## config.mk

```make
export PLATFORM = sky130hd
export DESIGN_NAME = freq_div
export DESIGN_NICKNAME = d
export VERILOG_FILES = /design/src/rtl/freq_div_pkg.sv /design/src/rtl/freq_div.sv
export SDC_FILE = /design/constraint.sdc
export NUM_CORES = 1
export LEC_CHECK = 0
export CORE_AREA = 5 5 56 58
export CTS_CLUSTER_SIZE = 16
export DETAILED_ROUTE_END_ITERATION = 7
export DIE_AREA = 0 0 61 63
export PLACE_DENSITY = 0.9
export SKIP_LAST_GASP = 1
export SYNTH_ARGS = -nofsm -noshare
export SYNTH_HDL_FRONTEND = slang
export SYNTH_SLANG_ARGS = --single-unit
```

## constraint.sdc

```tcl
create_clock -name clk -period 4.4 [get_ports clk]
set_input_delay 1.32 -clock clk [delete_from_list [all_inputs] [get_ports clk]]
set_output_delay 1.32 -clock clk [all_outputs]
set_load 0.03 [all_outputs]
```

## src/rtl/freq_div_pkg.sv

```systemverilog
// Shared timing constants for the clock-enable frequency dividers.
// Every divider instance takes its default divisor/counter width from here.
package freq_div_pkg;

  localparam int unsigned FREQ_DIV_N_WIDTH = 16;

endpackage

```

## src/rtl/freq_div.sv

```systemverilog
// Programmable divider: 50 % duty square wave with period 2*(N+1) clk cycles.
// The divisor is latched at reset and at each half-period wrap only.
module freq_div
  import freq_div_pkg::*;
#(
  parameter int unsigned N_WIDTH = FREQ_DIV_N_WIDTH
) (
  input  logic               clk,
  input  logic               reset,
  input  logic [N_WIDTH-1:0] N,
  output logic               out
);

  logic [N_WIDTH-1:0] count;
  logic [N_WIDTH-1:0] n_act;

  // Wrap via compare against the latched divisor, so an all-ones divisor
  // never relies on counter overflow and mid-period N changes are ignored.
  always_ff @(posedge clk) begin
    if (!reset) begin
      count <= '0;
      out   <= 1'b0;
      n_act <= N;
    end else if (count == n_act) begin
      count <= '0;
      out   <= ~out;
      n_act <= N;
    end else begin
      count <= count + 1'b1;
    end
  end

endmodule

```

== Word-level counts from Yosys, hierarchy flattened ==
Index checks and enable logic that the tools add are counted.

* Input bits: 18
* Flip-flop bits (word level): 33
* Word-level logic and storage cells: 11
* Output and inout port bits: 1

* Reductions and logical operators: 1
* Bitwise logic cells: 2
* Eq/ne operators: 2
* Muxes and demuxes: 2
* $add $sub $neg: 1

{| class="wikitable"
|+ Operators with widths
! operator !! count
|-
| $mux W16 || 2
|-
| $add A16 B1 Y16 const B || 1
|-
| $eq A16 B16 Y1 || 1
|-
| $ne A2 B1 Y1 const B || 1
|-
| $not A1 Y1 || 2
|-
| $reduce_or A2 Y1 || 1
|}

== Depth between registers and ports, before layout ==
Gate-level depths: netlist of run 1.

* Depth in word-level cells: 3
* Gate-level depth with buffers: 6
* Depth with buffers taken out: 5

== Worst setup path after synthesis of run 1 ==
Ideal clock, no wire load.

* Kind: input port to flip-flop
* Start: in reset
* End: reg n_act[0] (enable)
* Setup time: 0.311 ns
* Cell stages on the path: 2
* Data required time: 4.089 ns
* Buffers on the path: 1
* Slack: 2.445 ns
* Data arrival time: 1.644 ns
* Cell sequence: o41ai_4 buf_6

* Word-level cells in the longest chain between the ends: 1

{| class="wikitable"
|+ RTL lines
! element !! line !! source
|-
| start, declared || freq_div.sv:9 || <nowiki>input logic reset,</nowiki>
|-
| $ne A2 B1 Y1 (no line) || - ||
|-
| end signal, assigned || freq_div.sv:23 || <nowiki>n_act <= N;</nowiki>
|-
| end signal, assigned || freq_div.sv:27 || <nowiki>n_act <= N;</nowiki>
|-
| end, declared || freq_div.sv:15 || <nowiki>logic [N_WIDTH-1:0] n_act;</nowiki>
|}

No other way between the ends.
A chain may end at the register's enable or synchronous reset.

== Worst setup path after layout of run 1 ==
* Start: reg out
* End: out out

{| class="wikitable"
|+ RTL lines
! element !! line !! source
|-
| start, declared || freq_div.sv:11 || <nowiki>output logic out</nowiki>
|-
| start signal, assigned || freq_div.sv:26 || <nowiki>out <= ~out;</nowiki>
|}

No word-level cell between the ends.

==> results of run 1 <==
-- final cells by class --
type	count	share of cell area
Tap cell	31	0.02336
Clock buffer	8	0.03542
Timing Repair Buffer	19	0.1130
Multi-Input combinational cell	80	0.3293
Sequential cell	33	0.4943
Inverter	2	0.004521
-- cell families after synthesis --
group | synth area share
DFF | 0.5785
xor gates and xnor gates | 0.1905
adders and majority gates | 0.008817
and+or+nand+nor | 0.1596
buffers and inverters | 0.03615
muxes | 0.007055
AOI/OAI and AO/OA | 0.01940
-- registers in the layout, summed over array words and instances, names as in the netlist --
signal / flops
count: 16
n_act: 16
out: 1
-- Yosys cell counts --
cell and n:
xnor2_1 27, nor2_1 19, dfxtp_1 17, edfxtp_1 16, nand2_1 6, nand4_1 6, nand3_1 5, nor4_1 5
nor3_1 4, buf_6 3, inv_1 2, xor2_1 2, buf_2 1, clkbuf_2 1, ha_1 1, mux2i_1 1
nand2b_1 1, nand4_2 1, o41ai_4 1, xnor2_2 1
-- worst min-delay path: stages (launching register included) --
cell and delay [ps]:
dfxtp_1 330, nand2_1 50, mux2i_1 50
-- power by group through the flow --
stage | combinational [mW] | sequential [mW] | clock, mW
detailed placement | 0.0377 | 0.347 | 0
finish | 0.0374 | 0.339 | 0.174
global placement | 0.0364 | 0.346 | 0
CTS | 0.0378 | 0.340 | 0.180
floorplan | 0.0196 | 0.345 | 0
global route | 0.0401 | 0.341 | 0.194
-- per-stage QoR --
stage | worst slack, ps | util
after floorplan | 2445 | -
final | 1715 | 0.6349
after global routing | 1664 | 0.6349
after CTS | 1695 | 0.6349
after detailed placement | 1781 | 0.6124
after global placement | 1813 | 0.6124
-- per-layer routing --
metal | vias to the layer above | GRT usage | part of all wire
met5 | - | 0 | 0
met4 | 0 | 0.07317 | 0.024
met3 | 5 | 0.08058 | 0.070
met2 | 19 | 0.2019 | 0.51
met1 | 419 | 0.1325 | 0.40
li1 | 451 | - | -
-- worst max-delay path by stage --
| stage | startpoint | end | depth (start not counted) |
|---|---|---|---|
| after global routing | out | out | 1 |
| after detailed placement | reset | n_act[1] | 3 |
| after global placement | reset | n_act[15] | 3 |
| after floorplan | reset | n_act[0] | 2 |
| after CTS | out | out | 1 |
| final | out | out | 1 |
==> insert_results.sql, run 1 <==
INSERT INTO impl_metrics (metric_group, metric, value, unit) VALUES
('floorplanning', 'initial_utilization', '0.5426', ''),
('power', 'cell_internal_power_dissipation', '435.5', 'uW'),
('final_layout', 'fillers', '213', ''),
('sta', 'actual_slew_at_the_worst_max_slew_pin', '356.6', 'ps'),
('sta', 'setup_repair_after_global_routing_missed_its_margin', 'no', ''),
('synth', 'synth_cells', '120', ''),
('worst_setup_path', 'timing.reg2reg.setup_slack', '2510', 'ps'),
('clocking', 'postCtsSetupBuffers', '0', ''),
('detailed_routing', 'detailed_routing_iterations_pass_1', '4', ''),
('place', 'postPlaceCellArea', '1602', 'um^2'),
('min_path', 'worst_hold_path_type', 'reg2reg', ''),
('power', 'ir_worst_vdd', '0.2367', 'mV'),
('final_layout', 'net_count_of_the_finished_layout', '160', ''),
('final_layout', 'layout.cells.most_common_list', 'xnor2_1 (27), nor2_1 (19), clkdlybuf4s50_1 (18)', ''),
('place', 'globalplace.congestion', '0.8020', ''),
('global_routing', 'maximum_number_of_pins_on_one_net_before_global_route_repair', '33', ''),
('sta', 'final_min_period_over_clock_period', '0.6102', ''),
('detailed_routing', 'antenna_left', '0', ''),
('outcome', 'outcome', 'complete, no violations', ''),
('synth', 'synth.top_cells.by_area', 'edfxtp_1 (34%), dfxtp_1 (24%), xnor2_1 (17%)', ''),
('power', 'power_switching', '115.8', 'uW'),
('worst_setup_path', 'critPathLaunchType', 'flop', ''),
('synth', 'synth_seq_cells', '33', ''),
('worst_setup_path', 'timing.critical_path.max_delay_family', 'buffers and inverters', ''),
('floorplanning', 'dieArea', '3843', 'um^2'),
('sta', 'setup-violations-final', '0', ''),
('worst_setup_path', 'worst-endpoint-required', '3080', 'ps'),
('place', 'numPortBuffers', '18', ''),
('final_layout', 'antennaDiodeCount', '0', ''),
('floorplanning', 'num_rows', '19', ''),
('worst_setup_path', 'worst-setup-path-type', 'reg2out', ''),
('floorplanning', 'die_h', '63', 'um'),
('worst_setup_path', 'worstPathArrival', '1360', 'ps'),
('floorplanning', 'fp.coreArea', '2615', 'um^2'),
('flow_run', 'timing.max_cap.violations', '0', ''),
('global_routing', 'grt_pass1_wl', '3477', 'um'),
('detailed_routing', 'initial_drc_count', '26', ''),
('global_routing', 'vias_in_the_first_global_route', '816', ''),
('global_routing', 'grt_use_total', '0.1311', ''),
('clocking', 'cts_repair_resize_count', '0', ''),
('synth', 'synth-seq-area-share', '0.5785', ''),
('synth', 'synthesis.area', '1419', 'um^2'),
('worst_setup_path', 'reg2reg_to', 'n_act[12]', ''),
('sta', 'report.final.hold_viol_count', '0', ''),
('sta', 'setup-tns-final', '0', 'ps'),
('global_routing', 'gr_ovfl_total', '0', ''),
('power', 'combPwrFrac', '0.068', ''),
('detailed_routing', 'detail_route.drc_violations', '0', ''),
('sta', 'max_slew_margin', '0.7616', ''),
('clocking', 'cts_tree', 'yes', ''),
('place', 'post-place-cells', '165', ''),
('sta', 'maxSlewViolCount', '0', ''),
('clocking', 'numClockSinks', '33', ''),
('sta', 'fmax', '0.3725', 'GHz'),
('min_path', 'hold-path-endpoint', 'out', ''),
('clocking', 'clock_tree.buffer_depth', '2', ''),
('clocking', 'worst_setup_hold_path_clk_slew', '90', 'ps'),
('detailed_routing', 'detailroute.via_count', '894', ''),
('power', 'cellLeakagePower', '0.5274', 'nW'),
('synth', 'synth_cell_type_count', '20', ''),
('synth', 'synth.largest_area_cell', 'edfxtp_1', ''),
('worst_setup_path', 'timing.critical_path.cells', 'clkdlybuf4s50_1', ''),
('synth', 'synthesis.nets', '139', ''),
('synth', 'synth_top_cell_area_share', '0.3386', ''),
('worst_setup_path', 'reg2reg_depth', '4', ''),
('final_layout', 'area_growth_syn_to_layout', '17.02', '%'),
('worst_setup_path', 'slowest_stage', 'clkdlybuf4s50_1', ''),
('worst_setup_path', 'cp.buffers_inverters', '1', ''),
('floorplanning', 'design.portCount', '19', ''),
('final_layout', 'commonest_non_fill_non_tap_cell_in_the_layout', 'xnor2_1', ''),
('power', 'power_density_over_cell_area', '332.0', 'nW/um^2');
No activity file was read; power rests on OpenSTA's default activity.
==> run 2, diff against run 1 <==
--- a/config.mk
+++ b/config.mk
@@ -5,11 +5,11 @@
 export SDC_FILE = /design/constraint.sdc
 export NUM_CORES = 1
 export LEC_CHECK = 0
-export CORE_AREA = 5 5 56 58
+export CORE_AREA = 5 5 61 63
 export CTS_CLUSTER_SIZE = 16
 export DETAILED_ROUTE_END_ITERATION = 7
-export DIE_AREA = 0 0 61 63
-export PLACE_DENSITY = 0.9
+export DIE_AREA = 0 0 66 68
+export PLACE_DENSITY = 0.8
 export SKIP_LAST_GASP = 1
 export SYNTH_ARGS = -nofsm -noshare
 export SYNTH_HDL_FRONTEND = slang
==> constraint.sdc (replaced) <==
create_clock -name clk -period 2.36 [get_ports clk]
set_input_delay 0.708 -clock clk [delete_from_list [all_inputs] [get_ports clk]]
set_output_delay 0.708 -clock clk [all_outputs]
set_load 0.03 [all_outputs]
==> run 2 against run 1 <==
- register-to-register slack got worse by 2000 ps
- sequential share of layout area decreased by 2.4 points
- final area increased by 5.0%
- largest cell class unchanged
- wire length increased by 2.2%
- critical endpoint unchanged
- total power increased by 82%
- global-route usage decreased by 1.2 points
- non-clock buffer count increased by 8
- via count increased by 3.2%
- clock skew increased by 9.1 ps
==> insert_results.sql, run 2 (synthesis results as in run 1) <==
INSERT INTO impl_metrics (metric_group, metric, value, unit) VALUES
('floorplanning', 'fp.coreArea', '3179', 'um^2'),
('sta', 'final_min_period_over_clock_period', '0.8793', ''),
('outcome', 'outcome', 'complete, no violations', ''),
('detailed_routing', 'top_layer', 'met4', ''),
('clocking', 'cts_tree', 'yes', ''),
('worst_setup_path', 'critPathLaunchType', 'flop', ''),
('min_path', 'worst_hold_path_type', 'reg2reg', ''),
('final_layout', 'register_area', '820.8', 'um^2'),
('power', 'cell_internal_power_dissipation', '784.2', 'uW'),
('place', 'numPortBuffers', '18', ''),
('final_layout', 'final_core_util', '0.5486', ''),
('floorplanning', 'initial_utilization', '0.4463', ''),
('clocking', 'worst_setup_hold_path_clk_slew', '100', 'ps'),
('place', 'post-place-cells', '186', ''),
('worst_setup_path', 'timing.critical_path.to_type', 'output pin', ''),
('final_layout', 'final_cell_count_no_fill', '196', ''),
('detailed_routing', 'dr_wl_met2', '1097', 'um'),
('worst_setup_path', 'reg2reg_to', 'n_act[4]', ''),
('global_routing', 'antenna_found_initial', '0', ''),
('final_layout', 'net_count_of_the_finished_layout', '168', ''),
('worst_setup_path', 'cpPeakStageDelay', '680', 'ps'),
('sta', 'actual_slew_at_the_worst_max_slew_pin', '377.3', 'ps'),
('clocking', 'clock_tree.root_cell', 'clkbuf_4', ''),
('global_routing', 'grt_use_total', '0.1190', ''),
('clocking', 'htreeDepth', '2', ''),
('power', 'ir_worst_vdd', '0.3489', 'mV'),
('sta', 'hold-worst-slack', '480.8', 'ps'),
('detailed_routing', 'wl_per_cell', '11.69', 'um'),
('sta', 'setup-tns-final', '0', 'ps'),
('worst_setup_path', 'crit_end', 'out', ''),
('detailed_routing', 'initial_drc_count', '17', ''),
('power', 'power.share.switching', '0.2178', ''),
('worst_setup_path', 'timing.critical_path.max_delay_family', 'buffers and inverters', ''),
('worst_setup_path', 'critical_path_peak_fanout', '3', ''),
('detailed_routing', 'drt-met1-wl', '988', 'um'),
('worst_setup_path', 'worstPathArrival', '1370', 'ps'),
('sta', 'fmax', '0.4819', 'GHz'),
('power', 'sequentialPowerShare', '0.630', ''),
('sta', 'finClkSkew', '14.50', 'ps'),
('clocking', 'ctsHoldBuffers', '0', ''),
('floorplanning', 'die_w', '66', 'um'),
('worst_setup_path', 'slowest_stage', 'clkdlybuf4s50_1', ''),
('sta', 'max_slew_margin', '0.7476', ''),
('place', 'globalplace.congestion', '0.8121', ''),
('power', 'power.share.clock', '0.292', ''),
('sta', 'postLayoutSetupSlackWorst', '284.8', 'ps'),
('sta', 'maxSlewViolCount', '0', ''),
('detailed_routing', 'detailroute.via_count', '923', ''),
('clocking', 'cts_repair_resize_count', '0', ''),
('sta', 'report.final.hold_viol_count', '0', ''),
('floorplanning', 'num_rows', '21', ''),
('place', 'postPlaceCellArea', '1678', 'um^2'),
('power', 'power_density_over_cell_area', '574.8', 'nW/um^2'),
('power', 'cellLeakagePower', '0.5737', 'nW'),
('worst_setup_path', 'worst-setup-path-type', 'reg2out', ''),
('sta', 'setup_repair_after_global_routing_missed_its_margin', 'no', ''),
('place', 'hpwl', '1638', 'um'),
('final_layout', 'multiInputGateArea', '546.8', 'um^2'),
('place', 'post-place-ws', '84.81', 'ps'),
('worst_setup_path', 'reg2reg_depth', '4', ''),
('detailed_routing', 'met3_length', '149', 'um'),
('clocking', 'clock_insertion_delay_worst_skew', '320', 'ps'),
('worst_setup_path', 'timing.reg2reg.setup_slack', '500', 'ps'),
('worst_setup_path', 'crit_start', 'out', ''),
('clocking', 'tritoncts.num_buffers', '5', ''),
('worst_setup_path', 'rr_startpoint', 'count[9]', ''),
('final_layout', 'drive_above_1_share', '0.1267', ''),
('final_layout', 'area_growth_syn_to_layout', '22.93', '%'),
('final_layout', 'antennaDiodeCount', '0', ''),
('floorplanning', 'design.portCount', '19', ''),
('worst_setup_path', 'cp.buffers_inverters', '1', ''),
('detailed_routing', 'antenna_left', '0', ''),
('power', 'power_switching', '218.4', 'uW'),
('final_layout', 'layout.cells.most_common_list', 'xnor2_1 (27), nor2_1 (19), clkdlybuf4s50_1 (18)', ''),
('power', 'combPwrFrac', '0.077', ''),
('final_layout', 'finalInstanceArea', '1744', 'um^2'),
('global_routing', 'vias_in_the_first_global_route', '923', ''),
('global_routing', 'grt_pass1_wl', '3843', 'um'),
('floorplanning', 'die_h', '68', 'um'),
('detailed_routing', 'detail_route.wirelength', '2292', 'um'),
('worst_setup_path', 'worst-endpoint-required', '1650', 'ps'),
('worst_setup_path', 'crit_cells', '1', ''),
('power', 'power', '1.003', 'mW'),
('detailed_routing', 'detailed_routing_iterations_pass_1', '4', ''),
('global_routing', 'gr_ovfl_total', '0', ''),
('sta', 'layout_min_cycle_time', '2075', 'ps'),
('detailed_routing', 'detail_route.drc_violations', '0', ''),
('clocking', 'clock_tree.buffer_depth', '2', ''),
('final_layout', 'fillers', '275', ''),
('worst_setup_path', 'timing.critical_path.cells', 'clkdlybuf4s50_1', ''),
('clocking', 'numClockSinks', '33', ''),
('floorplanning', 'dieArea', '4488', 'um^2'),
('flow_run', 'timing.max_cap.violations', '0', ''),
('final_layout', 'commonest_non_fill_non_tap_cell_in_the_layout', 'xnor2_1', ''),
('global_routing', 'maximum_number_of_pins_on_one_net_before_global_route_repair', '18', ''),
('detailed_routing', 'vias_per_cell', '4.709', ''),
('final_layout', 'reg.largest.list', 'count (16), n_act (16), out (1)', ''),
('sta', 'setup-violations-final', '0', '');
run 2: cell count changes in the layout (fill, tap and decap cells not counted):
cell	before	now
clkinv_2	0	2
clkbuf_8	1	0
buf_4	1	8
clkbuf_1	2	1
buf_12	0	1
run 2: cell type report:
type	count	share of cell area
clock buffers	6	0.02367
inverters	2	0.004304
repair buffers	27	0.1492
well taps	46	0.03300
multi-input cells	80	0.3135
flip-flops and latches	33	0.4706
clock inverters	2	0.005739
run 2: routing by layer:
layer  vias up  global-route usage
li1        468                   -
met4         0             0.08376
met1       425              0.1273
met3         5             0.03941
met2        25              0.1990
met5         -                   0
run 2: power groups by stage:
| stage | clock network [mW] | logic (mW) | registers (mW) |
|---|---|---|---|
| after detailed placement | 0 | 0.0759 | 0.646 |
| after floorplan | 0 | 0.0365 | 0.644 |
| after CTS | 0.308 | 0.0764 | 0.632 |
| after global routing | 0.330 | 0.0850 | 0.634 |
| final | 0.293 | 0.0776 | 0.632 |
| after global placement | 0 | 0.0740 | 0.645 |
run 2: how the worst min path moves through the flow:
stage / startpoint / to / depth (start not counted)
floorplan: count[0] / count[0] / 1
global placement: out / out / 2
detailed placement: count[0] / count[0] / 1
CTS: out / out / 2
global route: out / out / 2
finish: out / out / 2
run 2: what timing repair did:
action                                 CTS  global route
endpoints found under the hold margin    0             0
setup endpoints to repair                0             8
setup buffers                            0             2
run 2: worst reg2reg max path: stages, from the launching register on:
cell     delay, ps
dfxtp_1        440
xnor2_1        150
nand4_1        230
o41ai_4        500
buf_4          260
==> RTL edit 1, RTL diff (config.mk and constraints of run 2) <==
`FREQ_DIV_N_WIDTH`: 16 -> 20.
--- a/src/rtl/freq_div_pkg.sv
+++ b/src/rtl/freq_div_pkg.sv
@@ -3,5 +3,5 @@
 package freq_div_pkg;
 
-  localparam int unsigned FREQ_DIV_N_WIDTH = 16;
+  localparam int unsigned FREQ_DIV_N_WIDTH = 20;
 
 endpackage
Ports: changed (resized N); port bits go from 19 to 23. The function was not compared with the original's and may differ.
==> RTL edit 1 against run 2 <==
  * Synthesized area increased by 18%
  * Combinational power up 2%
  * Sequential cell count increased by 8
  * Wire length rose by 24%
  * Setup slack worse by 0.019 ns
  * Sequential share of layout area is 2.6 points higher
  * Critical path depth is the same
  * Utilization rose by 9.8 points
  * Cell area rose by 18%
  * Clock power increased by 58%
  * Global-route usage is 2.3 points higher
  * Power up 32%
  * Count of clock-buffer cells in the layout rose by 1
  * Non-clock buffer count down 4
  * Largest cell class unchanged
==> RTL edit 1: results (changes against run 2) <==
place:
  pre_cts_ws_ns: 0.469  # was 0.0848 ns
  numPlacedInstances: 210  # was 186
  io_buffer_count: 22  # was 18
  dp_hpwl_um: 2140  # was 1640 um
cells_and_area:
  nMultiInputCombCells: 98  # was 80
  clkbuf_count: 7  # was 6
  clock_area_share_pct: 4.14  # was 2.94%
  final_nets: 194  # was 168
  buffer_area_share_pct: 11.7  # was 14.9%
  numSequentialCells: 41  # was 33
  seq_share_pct: 49.7  # was 47.1%
  drive_gt1_share_pct: 5.23  # was 12.7%
  stdcell_count: 218  # was 196
routing:
  vias_per_cell: 5.06  # was 4.71
  routedWlPerCell_um: 13.0  # was 11.7 um
  drtIter0Drc: 39  # was 17
  wl_met2_um: 1410  # was 1100 um
  met1_length_um: 1200  # was 988 um
  wl_met3_um: 173  # was 149 um
power:
  powerSeq_w: 0.000784  # was 0.000632 W
  p_comb_share_pct: 6.0  # was 7.7%
  p_int_w: 0.00107  # was 0.000784 W
  leakage_nw: 0.717  # was 0.574 nW
die:
  initial_core_util_pct: 52.8  # was 44.6%
status:
  status: "finished clean"  # unchanged
logic_synthesis:
  synth_cell_types: 22  # was 20
  synthAdderAreaFrac_pct: 0.746  # was 0.882%
  seq_area_frac_synth_pct: 60.9  # was 57.8%
  netlist_top_cells_count: "nor2_1, dfxtp_1, edfxtp_1, xor2_1, xnor2_1"  # was xnor2_1, nor2_1, dfxtp_1
  synth.area.mux_share_pct: 0  # was 0.705%
  synth_compound_area_share_pct: 2.24  # was 1.94%
  syn_area_per_cell_sq_um: 11.7  # was 11.8 sq um
global_route:
  grt_use_met1_pct: 16.2  # was 12.7%
  met2_usage_pct: 23.7  # was 19.9%
  grt_pass1_wl_um: 4610  # was 3840 um
  use_met3_pct: 6.24  # was 3.94%
timing:
  fin_skew_ns: 0.00959  # was 0.0145 ns
  worst_pin_slew_ns: 0.359  # was 0.377 ns
cts:
  clock_latency_ns: 0.35  # was 0.32 ns
[RTL edit 1: cell count changes in the layout (fill, tap and decap cells not counted), moves of 2 or more]
cell | run 2 | this run
edfxtp_1 | 16 | 20
xor2_1 | 2 | 20
nor3_1 | 4 | 2
xnor2_1 | 27 | 17
clkinv_2 | 2 | 0
clkdlybuf4s50_1 | 18 | 22
buf_4 | 8 | 0
dfxtp_1 | 17 | 21
and3_1 | 0 | 3
nor2_1 | 19 | 24
[RTL edit 1: final timing paths]
path | slack, ns | cells after the start | from | to
worst min-delay path | 0.48 | 1 | count[0]$_SDFF_PP0_ | count[0]$_SDFF_PP0_
worst max register to register | 0.44 | 5 | count[2]$_SDFF_PP0_ | n_act[9]$_DFFE_PP_
worst max-delay path | 0.27 | 1 | out$_SDFFE_PN0N_ | out
worst min register to register | 0.48 | 1 | count[0]$_SDFF_PP0_ | count[0]$_SDFF_PP0_
==> RTL edit 2, RTL diff (config.mk and constraints of run 2) <==
Made on the original files. Register the input `N` before use. The logic sees it one clock later. Comments in the files are not updated.
--- a/src/rtl/freq_div.sv
+++ b/src/rtl/freq_div.sv
@@ -12,4 +12,10 @@
 );
 
+  logic [N_WIDTH-1:0] N_q;
+
+  always_ff @(posedge clk) begin
+    N_q <= N;
+  end
+
   logic [N_WIDTH-1:0] count;
   logic [N_WIDTH-1:0] n_act;
@@ -21,9 +27,9 @@
       count <= '0;
       out   <= 1'b0;
-      n_act <= N;
+      n_act <= N_q;
     end else if (count == n_act) begin
       count <= '0;
       out   <= ~out;
-      n_act <= N;
+      n_act <= N_q;
     end else begin
       count <= count + 1'b1;
Behaviour: not the same (a bounded check fails within 4 cycles, from zero or initial values and one cycle with reset low).
==> RTL edit 2 against run 2 <==
  * Critical path depth stayed put
  * Sequential cell count is 16 higher
  * Wire length is 16% higher
  * First-iteration DRC count is 94% higher
  * Power is 40% higher
  * Non-clock buffer count is 8 lower
  * Critical path type unchanged
  * Combinational power is 9.1% lower
  * Global-route usage is 2.3 points higher
  * Via count is 7.5% higher
  * Synthesized area is 23% higher
  * Setup slack worse by 0.050 ns
  * Cell area is 15% higher
==> RTL edit 2: results (changes against run 2) <==
status:
  status: "finished clean"  # unchanged
global_route:
  grt_pass1_vias: 1016  # was 923
  antenna_found_initial: 0  # unchanged
  grt_util_all_layers_pct: 14.2  # was 11.9%
  grt_start_max_net_pins: 28  # was 18
  grt_pass1_wl_um: 4560  # was 3840 um
critical_path:
  r2r-start: "count[10]$_SDFF_PP0_"  # was count[9]$_SDFF_PP0_
  cp.arrival_ns: 1.42  # was 1.37 ns
  crit_family: "buffers and inverters"  # unchanged
  worstRegToRegCells: 4  # unchanged
  r2r_slack_ns: 0.24  # was 0.50 ns
  crit_fanout: 3  # unchanged
  r2r_end: "n_act[15]$_DFFE_PP_"  # was n_act[4]$_DFFE_PP_
cells_and_area:
  fillers: 239  # was 275
  reg_top3: "N_q x16, count x16, n_act x16"  # was count x16, n_act x16, out x1
  drive_gt1_share_pct: 7.59  # was 12.7%
  antenna_cells: 0  # unchanged
  final_nets: 176  # was 168
logic_synthesis:
  async_reset_ff_share_pct: 0  # unchanged
  syn_nets: 155  # was 139
  netlist_top_cells_count: "dfxtp_1, xnor2_1, nor2_1"  # was xnor2_1, nor2_1, dfxtp_1
  synth_warnings: 0  # unchanged
  synth_cell_types: 20  # unchanged
  synthDominantCellAreaShare_pct: 38.0  # was 33.9%
  synth.area.top_cells: "dfxtp_1, edfxtp_1, xnor2_1"  # was edfxtp_1, dfxtp_1, xnor2_1
  seq_area_frac_synth_pct: 65.6  # was 57.8%
  synth_edf_count: 16  # unchanged
cts:
  clock_latency_ns: 0.36  # was 0.32 ns
  clockBufferDepth: 2  # unchanged
  clk_pin_slew_ns: 0.13  # was 0.10 ns
routing:
  vias: 992  # was 923
  met1_length_um: 1080  # was 988 um
  wl_um: 2660  # was 2290 um
  wl_met3_um: 141  # was 149 um
  wl_met2_um: 1330  # was 1100 um
  drtIter0Drc: 33  # was 17
place:
  gp_congestion: 0.771  # was 0.812
  dp_hpwl_um: 1910  # was 1640 um
min_path:
  min_path_cells: 0  # was 2
  hold_start: "N_q[0]$_DFF_P_"  # was out$_SDFFE_PN0N_
  min_to: "n_act[0]$_DFFE_PP_"  # was out$_SDFFE_PN0N_
power:
  leakage_nw: 0.669  # was 0.574 nW
  irDropWorstVdd_mv: 0.590  # was 0.349 mV
timing:
  slew_headroom_pct: 69.2  # was 74.8%
  timing.hold.ws_ns: 0.420  # was 0.481 ns
  hold_viol: 0  # unchanged
  fin_skew_ns: 0.0105  # was 0.0145 ns
## RTL edit 2: layout make-up
type | instances | share of cell area (%)
Timing Repair Buffer | 19 | 9.34
Clock inverter | 2 | 0.872
Sequential cell | 49 | 56.8
Inverter | 2 | 0.374
Multi-Input combinational cell | 80 | 27.2
Tap cell | 46 | 2.86
Clock buffer | 6 | 2.55
## RTL edit 2: logic make-up after synthesis
| group | count (synthesis) | share of synthesized area [%] |
|---|---|---|
| AO/OA/AOI/OAI | 1 | 1.58 |
| flip-flops | 49 | 65.6 |
| buffers and inverters | 7 | 2.95 |
| AND/OR/NAND/NOR | 47 | 13.0 |
| adder cells (fa/ha/maj) | 1 | 0.719 |
| multiplexers | 1 | 0.576 |
| XOR/XNOR | 30 | 15.5 |
## RTL edit 2: report_power, final
group | total [W] | switching [W] | internal, W
clock | 0.000412 | 0.000261 | 0.000151
sequential | 0.000922 | 0.0000154 | 0.000906
combinational | 0.0000705 | 0.0000266 | 0.0000439
total | 0.00140 | 0.000303 | 0.00110
## RTL edit 2: stage by stage
step	worst slack (ns)	instance area [sq um]	cells	power [W]	util, %
after CTS	0.216	2010	204	0.00142	63.2
final	0.235	2010	204	0.00140	63.2
after global placement	0.328	1940	196	0.00101	61.0
after global routing	0.114	2010	204	0.00147	63.2
after floorplan	0.575	1740	136	0.000973	-
after detailed placement	0.275	1940	196	0.00101	61.0
## RTL edit 2: routing by layer
layer / global-route usage [%] / up-vias
met5: 0 / -
met1: 15.3 / 455
met4: 8.88 / 0
met3: 5.75 / 12
li1: - / 500
met2: 23.3 / 25
